## config.mk

```make
export PLATFORM = sky130hd
export DESIGN_NAME = wait_time_bcd_display
export DESIGN_NICKNAME = d
export VERILOG_FILES = /design/src/rtl/wtd_pkg.sv /design/src/rtl/bcd_7_seg.sv /design/src/rtl/wait_time_bcd_display.sv
export SDC_FILE = /design/constraint.sdc
export NUM_CORES = 1
export LEC_CHECK = 0
export BUFFER_PORTS_ARGS = -buffer_cell sky130_fd_sc_hd__buf_2
export CORE_ASPECT_RATIO = 0.9
export CORE_MARGIN = 2
export CORE_UTILIZATION = 35
export CTS_BUF_LIST = sky130_fd_sc_hd__clkbuf_8
export DETAILED_ROUTE_END_ITERATION = 7
export GPL_TIMING_DRIVEN = 0
export SLEW_MARGIN = 20
export SYNTH_ARGS = -nofsm -noshare
export SYNTH_HDL_FRONTEND = slang
export SYNTH_HIERARCHICAL = 1
export SYNTH_SLANG_ARGS = --single-unit
```

## constraint.sdc

```tcl
create_clock -name i_clk -period 2.8 [get_ports i_clk]
set_input_delay 0.56 -clock i_clk [delete_from_list [all_inputs] [get_ports i_clk]]
set_output_delay 0.56 -clock i_clk [all_outputs]
set_load 0.02 [all_outputs]
```

## src/rtl/wtd_pkg.sv

```systemverilog
// Shared types and elaboration-time helpers for the waiting-time BCD display.
package wtd_pkg;

  typedef enum logic {IDLE = 1'b0, CONV = 1'b1} state_e;

  localparam logic [6:0] SEG_BLANK = 7'b0000000;

  // Decimal digits needed for 2^width-1: ceil(width*log10(2)) in integer math.
  function automatic int bcd_digits_for(input int width);
    return (width * 30103 + 99999) / 100000;
  endfunction

  function automatic int pow10(input int n);
    int r;
    r = 1;
    for (int i = 0; i < n; i++) r = r * 10;
    return r;
  endfunction

endpackage

```

## src/rtl/bcd_7_seg.sv

```systemverilog
// BCD digit to 7-segment decoder, seg[6]=a .. seg[0]=g, active-high.
module bcd_7_seg (
  input  logic [3:0] i_bcd,
  output logic [6:0] o_seg
);

  always_comb begin
    unique case (i_bcd)
      4'd0:    o_seg = 7'b1111110;
      4'd1:    o_seg = 7'b0110000;
      4'd2:    o_seg = 7'b1101101;
      4'd3:    o_seg = 7'b1111001;
      4'd4:    o_seg = 7'b0110011;
      4'd5:    o_seg = 7'b1011011;
      4'd6:    o_seg = 7'b1011111;
      4'd7:    o_seg = 7'b1110000;
      4'd8:    o_seg = 7'b1111111;
      4'd9:    o_seg = 7'b1111011;
      default: o_seg = 7'b0000000;
    endcase
  end

endmodule

```

## src/rtl/wait_time_bcd_display.sv

```systemverilog
// Sequential double-dabble conversion of a binary waiting time, feeding a
// scanned 7-segment bank with leading-zero blanking and overflow saturation.
module wait_time_bcd_display
  import wtd_pkg::*;
#(
  parameter int WIDTH    = 8,
  parameter int DIGITS   = 3,
  parameter int SCAN_DIV = 1000,
  parameter int BLANK_LZ = 1
) (
  input  logic                  i_clk,
  input  logic                  i_reset,
  input  logic [WIDTH-1:0]      i_wtime,
  input  logic                  i_load,
  output logic                  o_busy,
  output logic                  o_valid,
  output logic                  o_overflow,
  output logic [4*DIGITS-1:0]   o_bcd,
  output logic [6:0]            o_seg,
  output logic [DIGITS-1:0]     o_an
);

  localparam int SD   = bcd_digits_for(WIDTH);
  localparam int XD   = (SD > DIGITS) ? SD : DIGITS;
  localparam int CW   = $clog2(WIDTH + 1);
  localparam int PW   = (SCAN_DIV > 1) ? $clog2(SCAN_DIV) : 1;
  localparam int IW   = $clog2(DIGITS);
  localparam int MAXV = pow10(DIGITS) - 1;

  state_e            r_state;
  logic [WIDTH-1:0]  r_bin;
  logic [4*SD-1:0]   r_scr;
  logic [CW-1:0]     r_cnt;
  logic              r_ovf;

  logic [4*SD-1:0]   w_adj;
  logic [4*SD-1:0]   w_scr_nxt;
  logic [4*XD-1:0]   w_scr_ext;
  logic              w_ovf_in;

  always_comb begin
    w_adj = r_scr;
    for (int i = 0; i < SD; i++)
      if (r_scr[4*i +: 4] >= 4'd5) w_adj[4*i +: 4] = r_scr[4*i +: 4] + 4'd3;
  end

  assign w_scr_nxt = {w_adj[4*SD-2:0], r_bin[WIDTH-1]};
  // Zero-extend so DIGITS may exceed the digits the scratch register needs.
  assign w_scr_ext = (4*XD)'(w_scr_nxt);
  assign w_ovf_in  = 32'(i_wtime) > MAXV;

  always_ff @(posedge i_clk) begin
    if (i_reset) begin
      r_state    <= IDLE;
      r_bin      <= '0;
      r_scr      <= '0;
      r_cnt      <= '0;
      r_ovf      <= 1'b0;
      o_busy     <= 1'b0;
      o_valid    <= 1'b0;
      o_overflow <= 1'b0;
      o_bcd      <= '0;
    end else begin
      case (r_state)
        IDLE: begin
          if (i_load) begin
            r_bin   <= i_wtime;
            r_scr   <= '0;
            r_cnt   <= '0;
            r_ovf   <= w_ovf_in;
            o_valid <= 1'b0;
            o_busy  <= 1'b1;
            r_state <= CONV;
          end
        end
        CONV: begin
          r_scr <= w_scr_nxt;
          r_bin <= {r_bin[WIDTH-2:0], 1'b0};
          r_cnt <= r_cnt + 1'b1;
          // Final iteration: publish bcd/overflow together so the display never sees partials.
          if (r_cnt == CW'(WIDTH - 1)) begin
            r_state    <= IDLE;
            o_busy     <= 1'b0;
            o_valid    <= 1'b1;
            o_overflow <= r_ovf;
            o_bcd      <= r_ovf ? {DIGITS{4'h9}} : w_scr_ext[4*DIGITS-1:0];
          end
        end
        default: r_state <= IDLE;
      endcase
    end
  end

  logic [PW-1:0]     r_presc;
  logic [IW-1:0]     r_idx;
  logic [3:0]        w_dig;
  logic [6:0]        w_dec;
  logic [DIGITS-1:0] w_lz;
  logic              w_allz;
  logic              w_blank;

  always_ff @(posedge i_clk) begin
    if (i_reset) begin
      r_presc <= '0;
      r_idx   <= '0;
    end else if (r_presc == PW'(SCAN_DIV - 1)) begin
      r_presc <= '0;
      r_idx   <= (r_idx == IW'(DIGITS - 1)) ? '0 : r_idx + 1'b1;
    end else begin
      r_presc <= r_presc + 1'b1;
    end
  end

  assign w_dig = o_bcd[4*r_idx +: 4];

  bcd_7_seg u_dec (
    .i_bcd (w_dig),
    .o_seg (w_dec)
  );

  // w_lz[i]: digit i and everything above it are zero (digit 0 never qualifies).
  always_comb begin
    w_lz   = '0;
    w_allz = 1'b1;
    for (int i = DIGITS - 1; i >= 1; i--) begin
      w_allz  = w_allz & (o_bcd[4*i +: 4] == 4'd0);
      w_lz[i] = w_allz;
    end
  end

  assign w_blank = (BLANK_LZ != 0) && !o_overflow && w_lz[r_idx];

  always_ff @(posedge i_clk) begin
    if (i_reset) begin
      o_an  <= DIGITS'(1);
      o_seg <= 7'b1111110;
    end else begin
      o_an  <= DIGITS'(1) << r_idx;
      o_seg <= w_blank ? SEG_BLANK : w_dec;
    end
  end

endmodule

```

==> metrics.cfg, run 1 <==
[global_route]
met2_usage_pct=23.8
grt_antenna_before_repair=0
track_usage_pct=15.1
gr-usage-met1_pct=19.5
busiest_layer=met2
grt_pass1_vias=2084
grt_pass1_wl_mm=10.4
grt_max_degree=11
grt_overflow=0
use_met3_pct=5.39

[yosys]
netlist_top_cells_area=dfxtp_1, nor2_1, ha_1
syn_nets=352
yosys.area.top_type=dfxtp_1
synth.top_cell.area_share_pct=43.1
syn_inst=327
synth-async-reset-ratio_pct=0
synth_ff_type=dfxtp_1
yosysWarnings=6
yosysMostFrequentCell=dfxtp_1
synth_area_um2=2830
avgSynthCellArea_um2=8.67
synth_edf_count=0
ys_ff_latch=61
ys_seq_area_share_pct=43.1
synthTopCellsByCount=dfxtp_1, nor2_1, a21oi_1, mux2i_1, nand2_1
synthDistinctLibCells=39

[layout]
areaGrowthSynthToFinish_pct=15.6
diodes=0
finalInstanceArea_um2=3280
stdcell_count=473
final_nets=395
layout-drive-gt1-share_pct=16.0

[clocking]
tritoncts=done
cts.root.buffer_cell=clkbuf_8
post-cts-setup-buffer-count=0
clock-sinks=61
cts_buffers=9
cts_hold_buffers=0
h-tree-depth=3
clock_latency_ns=0.34
clk_pin_slew_worst_paths_ns=0.06
cts_resized=0
cts_max_path_buffers=2

[floorplanning]
rows=31
start_util_pct=35.6
core_area_um2=7950
ios=36
die_h_um=89.4
die-area_um2=8830
fp.dieW_um=98.9

[setup_path]
cp_common_cell=nand2_1
worstPathMaxFanout=9
critPathArrivalTime_ns=2.57
crit_type=reg -> reg
critPathSlowestCell=dfxtp_1
crit_chain=nor2b_1, nand2_1, o21ai_0, inv_1, ha_1, nand2_1, o21ai_1, a21o_1
crit_required_ns=3.03
critPathLaunchType=register
crit_path_max_incr_delay_ns=0.48
endpoint_kind=register

[pwr]
internal_power_mw=1.24
clkPwrFrac_pct=40.0
switching_share_pct=24.2
power_frac_comb_pct=5.5
power_density_nw_per_um2=500
switching_power_mw=0.397
seq_power_share_pct=54.5
p_leak_nw=1.27
vdd_drop_max_v=0.000167

[sta]
slew_viol_final=0
rsz0062_at_grt=no
fmax_ghz=0.426
hold_ws_ns=0.449
relSlewSlack_pct=42.4
hold_viol=0
worst_pin_slew_ns=0.854
finalSetupTns_ns=0
skew_ns=0.00620
period_needed_ns=2.35
layout_setup_ws_ns=0.455
fin_crit_sh_pct=83.8
setup_viol=0

[detailed_routing]
num_vias=2324
remaining_drc_errors=0
avgRoutedWirePerCell_um=13.3
via_per_inst=4.91
ant_nets=0
first_pass_iters=4
drt_iter0_drc=102
wl_mm=6.29

[place]
dp_cells=458
routabilityCongestion=0.835
dp_hpwl_mm=4.46
portBuffers=32
post-place-ws_ns=0.500
place_area_um2=3120

[run]
maxCapViolCount=0

[outcome]
status=completed

[hold_path]
hp-class=reg -> reg

[power groups by stage]
| stage | clock (mW) | sequential (mW) | combinational [mW] |
|---|---|---|---|
| 5_1_grt | 0.718 | 0.895 | 0.101 |
| 3_3_place_gp | 0 | 0.912 | 0.0899 |
| 6_report | 0.656 | 0.893 | 0.0906 |
| 2_1_floorplan | 0 | 0.911 | 0.0641 |
| 3_5_place_dp | 0 | 0.912 | 0.0910 |
| 4_1_cts | 0.677 | 0.893 | 0.0914 |
[cells in the final DEF, fill, tap and decap left out, drive strengths merged, types with 7 or more instances in the layout]
cell type	count
xnor2	10
nand2b	15
nor3	10
a21o	8
clkbuf	19
nor2	49
o21ai	21
buf	40
nor3b	7
nand2	17
dfxtp	61
ha	14
o22ai	9
nand3	12
inv	14
a21oi	24
mux2i	17
[critical path: cells and delay by family, from the launching register on]
kind	cells	cell delay (ns)
compound gates	3	0.55
fa+ha+maj	1	0.36
buf+inv	1	0.26
flops	1	0.48
simple gates	3	0.60
[layout make-up]
type	count	area [um2]
tap	99	124
clock inverter	5	21.3
clock buffer	10	138
sequential	61	1220
fill	803	4670
timing repair buffer	32	160
multi-input combinational	238	1490
inverter	11	41.3
buffer	17	82.6
[kinds of logic after synthesis]
kind of cell | synth area share [%]
compound gates | 13.8
fa+ha+maj | 6.18
mux | 7.20
other cells | 0.132
flops | 43.1
xor+xnor | 4.02
simple gates | 21.2
buf+inv | 4.37
[worst paths after layout]
kind | depth (start not counted) | slack [ns] | end | start
min reg2reg | 1 | 0.45 | r_presc[0]$_SDFF_PP0_ | r_presc[0]$_SDFF_PP0_
max | 8 | 0.45 | o_seg[3]$_SDFF_PP1_ | r_idx[0]$_SDFFE_PP0N_
max reg2reg | 8 | 0.45 | o_seg[3]$_SDFF_PP1_ | r_idx[0]$_SDFFE_PP0N_
min | 1 | 0.45 | r_presc[0]$_SDFF_PP0_ | r_presc[0]$_SDFF_PP0_
[stage by stage]
step | utilization [%] | total power, mW
finish | 41.2 | 1.64
CTS | 41.2 | 1.66
floorplan | - | 0.975
detailed placement | 39.2 | 1.00
global placement | 39.2 | 1.00
global route | 41.2 | 1.71
[state kept, by name, summed over array words and instances (netlist names)]
signal and cells:
o_bcd 12, r_scr 12, r_presc 10, r_bin 8, o_seg 7, r_cnt 4, o_an 3, r_idx 2
o_busy 1, o_valid 1, r_state 1
[layer usage]
| layer | vias to the layer above | routed length (um) |
|---|---|---|
| met4 | 0 | 76 |
| met5 | - | 0 |
| li1 | 1200 | - |
| met2 | 39 | 2820 |
| met1 | 1078 | 3130 |
| met3 | 7 | 270 |
No activity file was read; power rests on OpenSTA's default activity.
==> run 2: changes to the inputs <==
clock period = 2.4 ns   (was 2.8 ns; I/O delays follow)
==> metrics.cfg, run 2 (synthesized netlist as in run 1, its figures left out) <==
[sta]
period_needed_ns=2.05  ; was 2.35 ns
skew_ns=0.00601  ; was 0.00620 ns
finalSetupTns_ns=0  ; unchanged
fmax_ghz=0.487  ; was 0.426 GHz
setup_viol=0  ; unchanged
rsz0062_at_grt=no  ; unchanged
slew_viol_final=0  ; unchanged
hold_viol=0  ; unchanged
relSlewSlack_pct=63.2  ; was 42.4%
worst_pin_slew_ns=0.552  ; was 0.854 ns
fin_crit_sh_pct=85.5  ; was 83.8%

[floorplanning]
ios=36  ; unchanged
start_util_pct=35.6  ; unchanged
die-area_um2=8830  ; unchanged
core_area_um2=7950  ; unchanged
rows=31  ; unchanged
die_h_um=89.4  ; unchanged
fp.dieW_um=98.9  ; unchanged

[place]
routabilityCongestion=0.835  ; unchanged
portBuffers=32  ; unchanged
dp_cells=458  ; unchanged
dp_hpwl_mm=4.46  ; unchanged

[setup_path]
reg2reg_slack_ns=0.35  ; was 0.45 ns
critPathLaunchType=register  ; unchanged
ff2ff_path_depth=8  ; unchanged
worstPathMaxFanout=9  ; unchanged
endpoint_kind=register  ; unchanged
r2r_end=o_seg[3]$_SDFF_PP1_  ; unchanged
crit_required_ns=2.63  ; was 3.03 ns
timing.rr.start=r_idx[0]$_SDFFE_PP0N_  ; unchanged
critPathArrivalTime_ns=2.29  ; was 2.57 ns
crit_type=reg -> reg  ; unchanged

[clocking]
cts_max_path_buffers=2  ; unchanged
cts_hold_buffers=0  ; unchanged
clock_latency_ns=0.34  ; about the same
h-tree-depth=3  ; unchanged
clock-sinks=61  ; unchanged
clk_pin_slew_worst_paths_ns=0.06  ; about the same
tritoncts=done  ; unchanged
cts.root.buffer_cell=clkbuf_8  ; unchanged
cts_buffers=9  ; unchanged

[detailed_routing]
drt_iter0_drc=74  ; was 102
ant_nets=0  ; unchanged
wl_mm=6.33  ; was 6.29 mm
first_pass_iters=4  ; unchanged
avgRoutedWirePerCell_um=13.4  ; was 13.3 um
via_per_inst=4.93  ; was 4.91
remaining_drc_errors=0  ; unchanged
num_vias=2333  ; was 2,324

[run]
maxCapViolCount=0  ; unchanged

[pwr]
p_leak_nw=1.27  ; about the same
vdd_drop_max_v=0.000194  ; was 0.000167 V
power_density_nw_per_um2=583  ; was 500 nW/um2

[layout]
final_nets=395  ; unchanged
fillers=800  ; was 803
areaGrowthSynthToFinish_pct=15.8  ; was 15.6%
most-common-layout-cells=dfxtp_1, nor2_1, buf_2  ; unchanged
stdcell_count=473  ; unchanged
final_common_cell=dfxtp_1  ; unchanged
top_regs=o_bcd: 12 flops, r_scr: 12 flops, r_presc: 10 flops  ; unchanged
layout-drive-gt1-share_pct=16.6  ; was 16.0%
postLayoutCoreUtil_pct=41.3  ; was 41.2%
diodes=0  ; unchanged

[hold_path]
hp-class=reg -> reg  ; unchanged
holdPathEnd=r_presc[0]$_SDFF_PP0_  ; unchanged
hp-start=r_presc[0]$_SDFF_PP0_  ; unchanged
whs_path_depth=1  ; unchanged

[global_route]
track_usage_pct=15.1  ; unchanged
grt_max_degree=11  ; unchanged
grt_antenna_before_repair=0  ; unchanged
grt_pass1_vias=2084  ; unchanged
grt_pass1_wl_mm=10.4  ; unchanged
grt_overflow=0  ; unchanged

[outcome]
status=completed  ; unchanged

run 2: worst max-delay path: stages (launching register included):
cell and delay (ns):
dfxtp_1 0.49, nor2b_2 0.34, nand2_1 0.08, o21ai_0 0.20
inv_1 0.20, ha_1 0.35, nand2_1 0.08, o21ai_1 0.06
a21o_1 0.15
run 2: layout make-up:
class	count	area [um2]	area share [%]
Multi-Input combinational cell	238	1500	45.5
Sequential cell	61	1220	37.2
Timing Repair Buffer	32	160	4.88
Clock buffer	10	138	4.19
Tap cell	99	124	3.77
Buffer	17	82.6	2.52
Inverter	11	41.3	1.26
Clock inverter	5	21.3	0.648
run 2: metrics by stage:
step                      hold slack [ns]  power, mW  cell area, um2  setup WS (ns)
after CTS                           0.430       1.94            3280         0.0686
final                               0.449       1.91            3280          0.348
after global placement              0.430       1.17            3120          0.155
after floorplan                     0.418       1.14            2830          0.419
after detailed placement            0.436       1.17            3120         0.0996
after global routing                0.472       2.00            3280          0.113
run 2: what timing repair did:
action,4_1_cts,5_1_grt
buffers inserted,0,0
endpoints found under the setup margin,0,5
gates resized for setup,0,3
run 2: routing by layer:
layer,GRT usage (%),vias to the layer above,share of wire (%)
met3,5.39,8,4.1
li1,-,1200,-
met4,4.86,0,1.2
met2,23.8,41,45
met5,0,-,0
met1,19.5,1084,50
run 2: how the worst max path moves through the flow:
stage | from | cells past startpoint | endpoint
final | r_idx[0]$_SDFFE_PP0N_ | 8 | o_seg[3]$_SDFF_PP1_
after global routing | r_idx[0]$_SDFFE_PP0N_ | 8 | o_seg[1]$_SDFF_PP1_
after CTS | r_idx[0]$_SDFFE_PP0N_ | 9 | o_seg[6]$_SDFF_PP1_
after detailed placement | r_idx[0]$_SDFFE_PP0N_ | 8 | o_seg[1]$_SDFF_PP1_
after global placement | r_idx[1]$_SDFFE_PP0N_ | 8 | o_seg[1]$_SDFF_PP1_
after floorplan | o_bcd[9]$_SDFFE_PP0P_ | 7 | o_seg[1]$_SDFF_PP1_
run 2: power by group:
group	total, mW	internal (mW)	switching (mW)	leakage [nW]
combinational	0.106	0.0380	0.0679	0.682
sequential	1.04	1.03	0.0125	0.494
clock	0.765	0.382	0.384	0.0957
total	1.91	1.45	0.464	1.27
